File: config.mk
export PLATFORM = sky130hd
export DESIGN_NAME = slink_crc_rx_check
export DESIGN_NICKNAME = d
export VERILOG_FILES = /design/src/rtl/slink_pkg.sv /design/src/rtl/slink_crc_8_16bit_compute.sv /design/src/rtl/slink_crc_rx_check.sv
export SDC_FILE = /design/constraint.sdc
export NUM_CORES = 1
export LEC_CHECK = 0
export ABC_AREA = 1
export BUFFER_PORTS_ARGS = -buffer_cell sky130_fd_sc_hd__buf_2
export CAP_MARGIN = 20
export CORE_MARGIN = 4
export CORE_UTILIZATION = 30
export CTS_BUF_LIST = sky130_fd_sc_hd__clkbuf_8
export DETAILED_ROUTE_END_ITERATION = 10
export HOLD_SLACK_MARGIN = 0.03
export PLACE_DENSITY_LB_ADDON = 0.15
export SLEW_MARGIN = 20
export SYNTH_ARGS = -nofsm -noshare
export SYNTH_HDL_FRONTEND = slang
export SYNTH_SLANG_ARGS = --single-unit
File: constraint.sdc
create_clock -name clk -period 4.68 [get_ports clk]
set_input_delay 0.936 -clock clk [delete_from_list [all_inputs] [get_ports clk]]
set_output_delay 0.936 -clock clk [all_outputs]
set_load 0.005 [all_outputs]
File: src/rtl/slink_pkg.sv
// Shared S-Link definitions: receive-checker state encoding, CRC-16/MCRF4XX constants
// and the byte-wide reflected CRC update used by the compute stage.
package slink_pkg;

  typedef enum logic [2:0] {
    ST_IDLE    = 3'd0,
    ST_PAYLOAD = 3'd1,
    ST_CRC_LO  = 3'd2,
    ST_CRC_HI  = 3'd3,
    ST_REPORT  = 3'd4
  } slink_state_e;

  localparam logic [15:0] SLINK_CRC_INIT      = 16'hFFFF;
  localparam int          SLINK_CRC_LEN_BYTES = 2;
  localparam logic [15:0] SLINK_CRC_POLY_REFL = 16'h8408;

  // LSB-first update: fold the byte into the low end, then shift out eight bits.
  function automatic logic [15:0] slink_crc16_byte(input logic [15:0] crc,
                                                   input logic [7:0]  data);
    logic [15:0] c;
    c = crc ^ {8'h00, data};
    for (int i = 0; i < 8; i++) begin
      c = c[0] ? ((c >> 1) ^ SLINK_CRC_POLY_REFL) : (c >> 1);
    end
    return c;
  endfunction

endpackage

File: src/rtl/slink_crc_8_16bit_compute.sv
// CRC-16/MCRF4XX compute stage: one byte per valid cycle, registered result,
// re-initialised to 0xFFFF on init.
module slink_crc_8_16bit_compute
  import slink_pkg::*;
(
  input  logic        clk,
  input  logic        reset,
  input  logic [7:0]  data_in,
  input  logic        valid,
  input  logic        init,
  input  logic [15:0] crc_prev,
  output logic [15:0] crc
);

  always_ff @(posedge clk or posedge reset) begin
    if (reset) begin
      crc <= SLINK_CRC_INIT;
    end else if (init) begin
      crc <= SLINK_CRC_INIT;
    end else if (valid) begin
      crc <= slink_crc16_byte(crc_prev, data_in);
    end
  end

endmodule

File: src/rtl/slink_crc_rx_check.sv
// Receive-side packet CRC checker: forwards payload bytes with zero latency, consumes the
// two-byte CRC trailer, and reports pass/fail plus a saturating error count.
module slink_crc_rx_check
  import slink_pkg::*;
#(
  parameter int LEN_W    = 16,
  parameter int ERRCNT_W = 8
) (
  input  logic                clk,
  input  logic                reset,
  input  logic                start,
  input  logic [LEN_W-1:0]    len,
  input  logic                abort,
  input  logic                in_valid,
  output logic                in_ready,
  input  logic [7:0]          in_data,
  output logic                out_valid,
  input  logic                out_ready,
  output logic [7:0]          out_data,
  output logic                out_last,
  output logic                busy,
  output logic                crc_done,
  output logic                crc_err,
  output logic [15:0]         crc_calc,
  output logic [15:0]         crc_rx,
  output logic [ERRCNT_W-1:0] err_count
);

  function automatic logic [ERRCNT_W-1:0] sat_inc(input logic [ERRCNT_W-1:0] v);
    return (&v) ? v : v + ERRCNT_W'(1);
  endfunction

  slink_state_e        state_q, state_d;
  logic [LEN_W-1:0]    remaining_q;
  logic [7:0]          rx_lo_q;
  logic [15:0]         crc_rx_q;
  logic [15:0]         crc_calc_q;
  logic                crc_err_q;
  logic [ERRCNT_W-1:0] err_count_q;
  logic [15:0]         crc_reg;

  logic accept, start_acc, pay_acc, lo_acc, hi_acc, crc_init;

  // abort outranks every accept in the same cycle, so the byte is simply dropped
  assign accept    = in_valid & in_ready;
  assign start_acc = (state_q == ST_IDLE)    & start  & ~abort;
  assign pay_acc   = (state_q == ST_PAYLOAD) & accept & ~abort;
  assign lo_acc    = (state_q == ST_CRC_LO)  & accept & ~abort;
  assign hi_acc    = (state_q == ST_CRC_HI)  & accept & ~abort;
  assign crc_init  = start_acc | abort;

  slink_crc_8_16bit_compute u_crc (
    .clk      (clk),
    .reset    (reset),
    .data_in  (in_data),
    .valid    (pay_acc),
    .init     (crc_init),
    .crc_prev (crc_reg),
    .crc      (crc_reg)
  );

  always_ff @(posedge clk or posedge reset) begin
    if (reset) begin
      state_q <= ST_IDLE;
    end else begin
      state_q <= state_d;
    end
  end

  always_comb begin
    state_d = state_q;
    unique case (state_q)
      ST_IDLE:    if (start_acc) state_d = (len != '0) ? ST_PAYLOAD : ST_CRC_LO;
      ST_PAYLOAD: if (pay_acc && remaining_q == LEN_W'(1)) state_d = ST_CRC_LO;
      ST_CRC_LO:  if (lo_acc) state_d = ST_CRC_HI;
      ST_CRC_HI:  if (hi_acc) state_d = ST_REPORT;
      ST_REPORT:  state_d = ST_IDLE;
      default:    state_d = ST_IDLE;
    endcase
    if (abort && state_q != ST_IDLE) state_d = ST_IDLE;
  end

  always_comb begin
    in_ready  = 1'b0;
    out_valid = 1'b0;
    out_last  = 1'b0;
    crc_done  = 1'b0;
    unique case (state_q)
      ST_PAYLOAD: begin
        in_ready  = out_ready;
        out_valid = in_valid;
        out_last  = (remaining_q == LEN_W'(1));
      end
      ST_CRC_LO, ST_CRC_HI: in_ready = 1'b1;
      ST_REPORT:            crc_done = ~abort;
      default:              ;
    endcase
  end

  assign busy     = (state_q != ST_IDLE);
  assign out_data = in_data;

  always_ff @(posedge clk or posedge reset) begin
    if (reset) begin
      remaining_q <= '0;
      rx_lo_q     <= '0;
      crc_rx_q    <= '0;
      crc_calc_q  <= SLINK_CRC_INIT;
      crc_err_q   <= 1'b0;
      err_count_q <= '0;
    end else begin
      if (start_acc) begin
        remaining_q <= len;
      end else if (pay_acc) begin
        remaining_q <= remaining_q - LEN_W'(1);
      end
      if (lo_acc) rx_lo_q <= in_data;
      if (hi_acc) begin
        crc_rx_q   <= {in_data, rx_lo_q};
        crc_calc_q <= crc_reg;
        crc_err_q  <= (crc_reg != {in_data, rx_lo_q});
      end
      if (crc_done && crc_err_q) err_count_q <= sat_inc(err_count_q);
    end
  end

  assign crc_err   = crc_err_q;
  assign crc_calc  = crc_calc_q;
  assign crc_rx    = crc_rx_q;
  assign err_count = err_count_q;

endmodule

**Yosys cells after proc, flatten, opt, wreduce, memory -nomap -nowiden**

Index checks and enable logic that the tools add are counted.

- Register bits: 84
- Bits in latches: 0
- Memory bits (writable): 0
- ROM bits: 0
- Logic and storage cells: 76
- Memories kept: 0

- Add/sub/neg operators: 2
- Multipliers: 0
- Div/mod/pow operators: 0
- Order comparisons: 0
- Equality and inequality tests: 10
- Shifts and indexed selects: 0
- Muxes and demuxes: 23
- Bitwise gates (word level): 21
- Reductions and logical operators: 12

Operators with widths:

| kind | number |
|---|---|
| $mux W16 | 12 |
| $not A2 Y3 | 8 |
| $eq A16 B1 Y1 const B | 1 |
| $ne A16 B16 Y1 | 1 |
| $reduce_bool A16 Y1 | 1 |
| $sub A16 B1 Y16 const B | 1 |
| $xor A16 B8 Y16 | 1 |
| $mux W3 | 5 |
| $pmux W3 S4 | 1 |
| $and A1 B1 Y1 | 9 |
| $ne A3 B2 Y1 const B | 3 |
| $add A8 B1 Y8 const B | 1 |
| $reduce_and A8 Y1 | 1 |
| $eq A3 B2 Y1 const B | 2 |
| $reduce_and A4 Y1 | 1 |
| $reduce_bool A2 Y1 | 2 |
| $eq A3 B1 Y1 const B | 1 |
| $eq A3 B3 Y1 const B | 1 |
| $logic_and A1 B1 Y1 | 3 |
| $logic_not A3 Y1 | 1 |
| $mux W1 | 3 |
| $ne A3 B1 Y1 const B | 1 |
| $reduce_bool A3 Y1 | 1 |
| $mux W2 | 1 |
| 5 further kinds | 6 |

**Depth between registers and ports, before layout**

- Word-level depth: 19
- Mapped depth: 11

**Hierarchy**

Synthesis repeated with hierarchy kept, for this count alone.

- Cell total of the unflattened synthesis: 637
- Area, all modules: 4,807.1 um^2

Modules (own cells, without submodules):

| module | instances | cells each | area an instance (um^2) |
|---|---|---|---|
| slink_crc_rx_check | 1 | 462 | 3,722.3 |
| slink_crc_8_16bit_compute | 1 | 175 | 1,084.8 |

**Worst setup path after synthesis**

OpenSTA, ideal clock, no wires.

- Path kind: input port to output port
- Start: input out_ready
- End: output in_ready
- Data arrival time: 1.172 ns
- Required time: 3.744 ns
- Setup slack: 2.572 ns
- Stages: 4
- Path buffers: 0
- Path through: inv_1 -> nand2_2 -> nand2_1 -> nor2_1

- Word-level cells in the longest chain between the ends: 1

RTL lines:

| item | RTL line | RTL |
|---|---|---|
| start: declaration | slink_crc_rx_check.sv:18 | `input logic out_ready,` |
| $pmux W1 S2 | slink_crc_rx_check.sv:88 | `unique case (state_q)` |
| end: declaration | slink_crc_rx_check.sv:15 | `output logic in_ready,` |

Every way passes these cells.

**Worst setup path after layout**

- Start: register remaining_q[12]
- End: output out_last

- Word-level cells in the longest chain between the ends: 2

RTL lines:

| item | RTL line | RTL |
|---|---|---|
| start: declaration | slink_crc_rx_check.sv:34 | `logic [LEN_W-1:0] remaining_q;` |
| start signal: assignment | slink_crc_rx_check.sv:113 | `remaining_q <= len;` |
| start signal: assignment | slink_crc_rx_check.sv:115 | `remaining_q <= remaining_q - LEN_W'(1);` |
| $eq A16 B1 Y1 | slink_crc_rx_check.sv:92 | `out_last = (remaining_q == LEN_W'(1));` |
| $mux W1 | slink_crc_rx_check.sv:88 |  |
| end: declaration | slink_crc_rx_check.sv:20 | `output logic out_last,` |

Every way passes these cells.

==> run metrics <==
CP top delay family=simple AND/OR/NAND/NOR gates; antenna violations before repair=0; Non-Filler Instances=approximately 850; Root Buffer=clkbuf_8; Num CTS Buffers=9; VDD IR-drop max=approximately 0.00017 V; Synth cell types=34; met1 WL=5590 um; FF+latch count, synth=84; Worst slew margin=0.508; vias in the first global route=4056; H-tree depth=3; Critical path origin=remaining_q[12]; CP startpoint kind=flip-flop; CP peak stage delay=420 ps; Avg Cell Area, Syn=about 8.0 um2; Critical Path RT=3740 ps; WHS Path Cells=2; routability cong.=0.837; Arr. time, crit path=1640 ps; total grt overflow=0; CTS clk-pin slew, worst paths=80 ps; Routed Antenna Nets=0; LEAKAGE=~2.7 nW; Core ar.=0.0151 mm2; area of the multi-input gates=0.00205 mm2; post-CTS setup repair buffer count=0; drt initial violations=approximately 220; first drt pass iteration count=4; final-report max-slew violation count=0; Boundary Pins=84; metal2 WL=5910 um; HPWL Detailed=approximately 9000 um; DRC=0; commonest non-fill, non-tap cell in the layout=nand2_1; GRT Total Usage=0.146; wire per inst=roughly 14 um; worst min-delay path class=flip-flop to flip-flop; drt total wl=12200 um; crit-path max FO=4; final hold vios=0; maxcap violations=0; first-pass GRT wire length=~21000 um; fmax=389 MHz; Area growth syn-to-layout=15.3%; CP max stage cell=dfrtp_1; Bufs on Longest Clock Path=2; Site Rows=45; nature of the critical path endpoint=primary output; crit-path most repeated cell=nor2_1; Layout fillers=roughly 1600; register area=0.00214 mm2; Starting Density=0.305; depth of the most critical reg-to-reg path=7; hold_sp=crc_calc[1]; RSZ-0062 raised after global routing=no; Buf+Inv Stages, Crit Path=1; cell chain of the critical path=nor2_1 > nand3_1 > nor4_1 > nand2_1 > nor2_1 > buf_2; Final nets=687; synthesized instance count=578; top routing layer in use=met4; critical path class=flip-flop to primary output; Skew-Pair Late Insertion Delay=370 ps; commonest non-fill, non-tap cells in the layout=nand2_1, buf_2, inv_1, nor2_1, dfrtp_1; Die H=132 um; pwr/cell area=521 mW/mm2; vias per cell=4.62; Worst Tran Pin Value=738 ps; post-cts resize count=0; Detail Route met3 WL=492 um; Tcrit/Tclk final=0.550; min cycle time layout=2570 ps; full die area=0.0174 mm2; CTS tree=built; Mapped Nets=611; post-synthesis sequential area ratio=0.465; Inst Count DP=831; share of layout cells above drive strength 1=0.237; clk sinks=84; DR vias=3912; critical path depth=6; setup TNS=0 ps; ant diodes=0; final total power=0.00276 W; DIE WIDTH=between 100 and 150 um; status=finished clean; Synth warnings=0; Netlist Area Pre-Place=0.00460 mm2; largest net degree at the start of global routing=60; Reg-to-Reg Start=state_q[1]; setup violators final=0; PortBufs=83; cts hold-fix bufs=0; final setup skew=approximately 11 ps
## cells by family after synthesis
logic type | count (synthesis) | share of synthesized area
buffers and inverters | 96 | 0.0892
AND/OR/NAND/NOR | 284 | 0.262
XOR/XNOR | 40 | 0.0761
flip-flops | 84 | 0.465
AO/OA/AOI/OAI | 71 | 0.0992
adder cells (fa/ha/maj) | 3 | 0.00816
## final cells by class
type | instances | share of cell area
clock buffers | 10 | 0.0259
clock inverters | 6 | 0.00424
inverters | 76 | 0.0547
multi-input cells | 398 | 0.386
flip-flops and latches | 84 | 0.403
well taps | 188 | 0.0443
repair buffers | 85 | 0.0811
## per-stage QoR
stage	hold WS, ps	cell area (um2)	util	setup WS (ps)
final	477	5310	0.352	2110
after global routing	510	5310	0.352	1940
after CTS	486	5310	0.352	2090
after detailed placement	468	5150	0.341	2060
after global placement	465	5150	0.341	2100
after floorplan	456	4600	-	1630
## per-layer routing
layer / up-vias / GRT usage
li1: 1965 / -
met1: 1838 / 0.188
met2: 92 / 0.244
met3: 17 / 0.0302
met4: 0 / 0.0519
met5: - / 0
## where the power goes
part | switching, W | total [W] | internal, W
Sequential | 0.000208 | 0.00126 | 0.00105
Clock | 0.000263 | 0.000460 | 0.000197
Combinational | 0.000617 | 0.00104 | 0.000428
## path summary, 6_finish.rpt
kind                                  endpoint  slack (ps)
worst max-delay path                  out_last        2110
worst min-delay path               crc_calc[1]         480
worst max register to register  remaining_q[7]        2710
worst min register to register     crc_calc[1]         480
max in group asynchronous         u_crc.crc[6]        3060
min in group asynchronous         err_count[4]         690
## synthesized netlist by cell type
cell type,n,area (um2)
nand3_4,1,17.5
clkinv_1,1,3.75
ha_1,3,37.5
buf_6,1,11.3
nand3_1,33,165
xnor2_1,22,193
clkbuf_1,5,18.8
nand2_1,167,627
nor2_1,55,206
nand3_2,2,20.0
a21oi_1,5,25.0
inv_2,5,18.8
inv_4,1,6.26
buf_2,5,25.0
buf_4,9,67.6
o21bai_1,1,7.51
a22oi_2,5,62.6
or2_2,4,25.0
nand4_1,10,62.6
o211ai_1,5,37.5
dfrtp_1,52,1300
dfstp_2,32,841
nor2_2,2,12.5
xor2_1,18,158
a32oi_2,3,48.8
nand2_2,3,18.8
o221ai_1,3,26.3
nor2_8,1,20.0
a31o_2,1,8.76
o21ai_1,2,10.0
inv_1,69,259
o21ai_0,46,230
nor4_1,1,6.26
nor3_1,5,25.0
## worst min-delay path, cell delays in order, from the launching register on
cell and delay, ps:
dfstp_2 370, nand2_1 50, nand2_1 50
(Power assumes the default switching activity.)
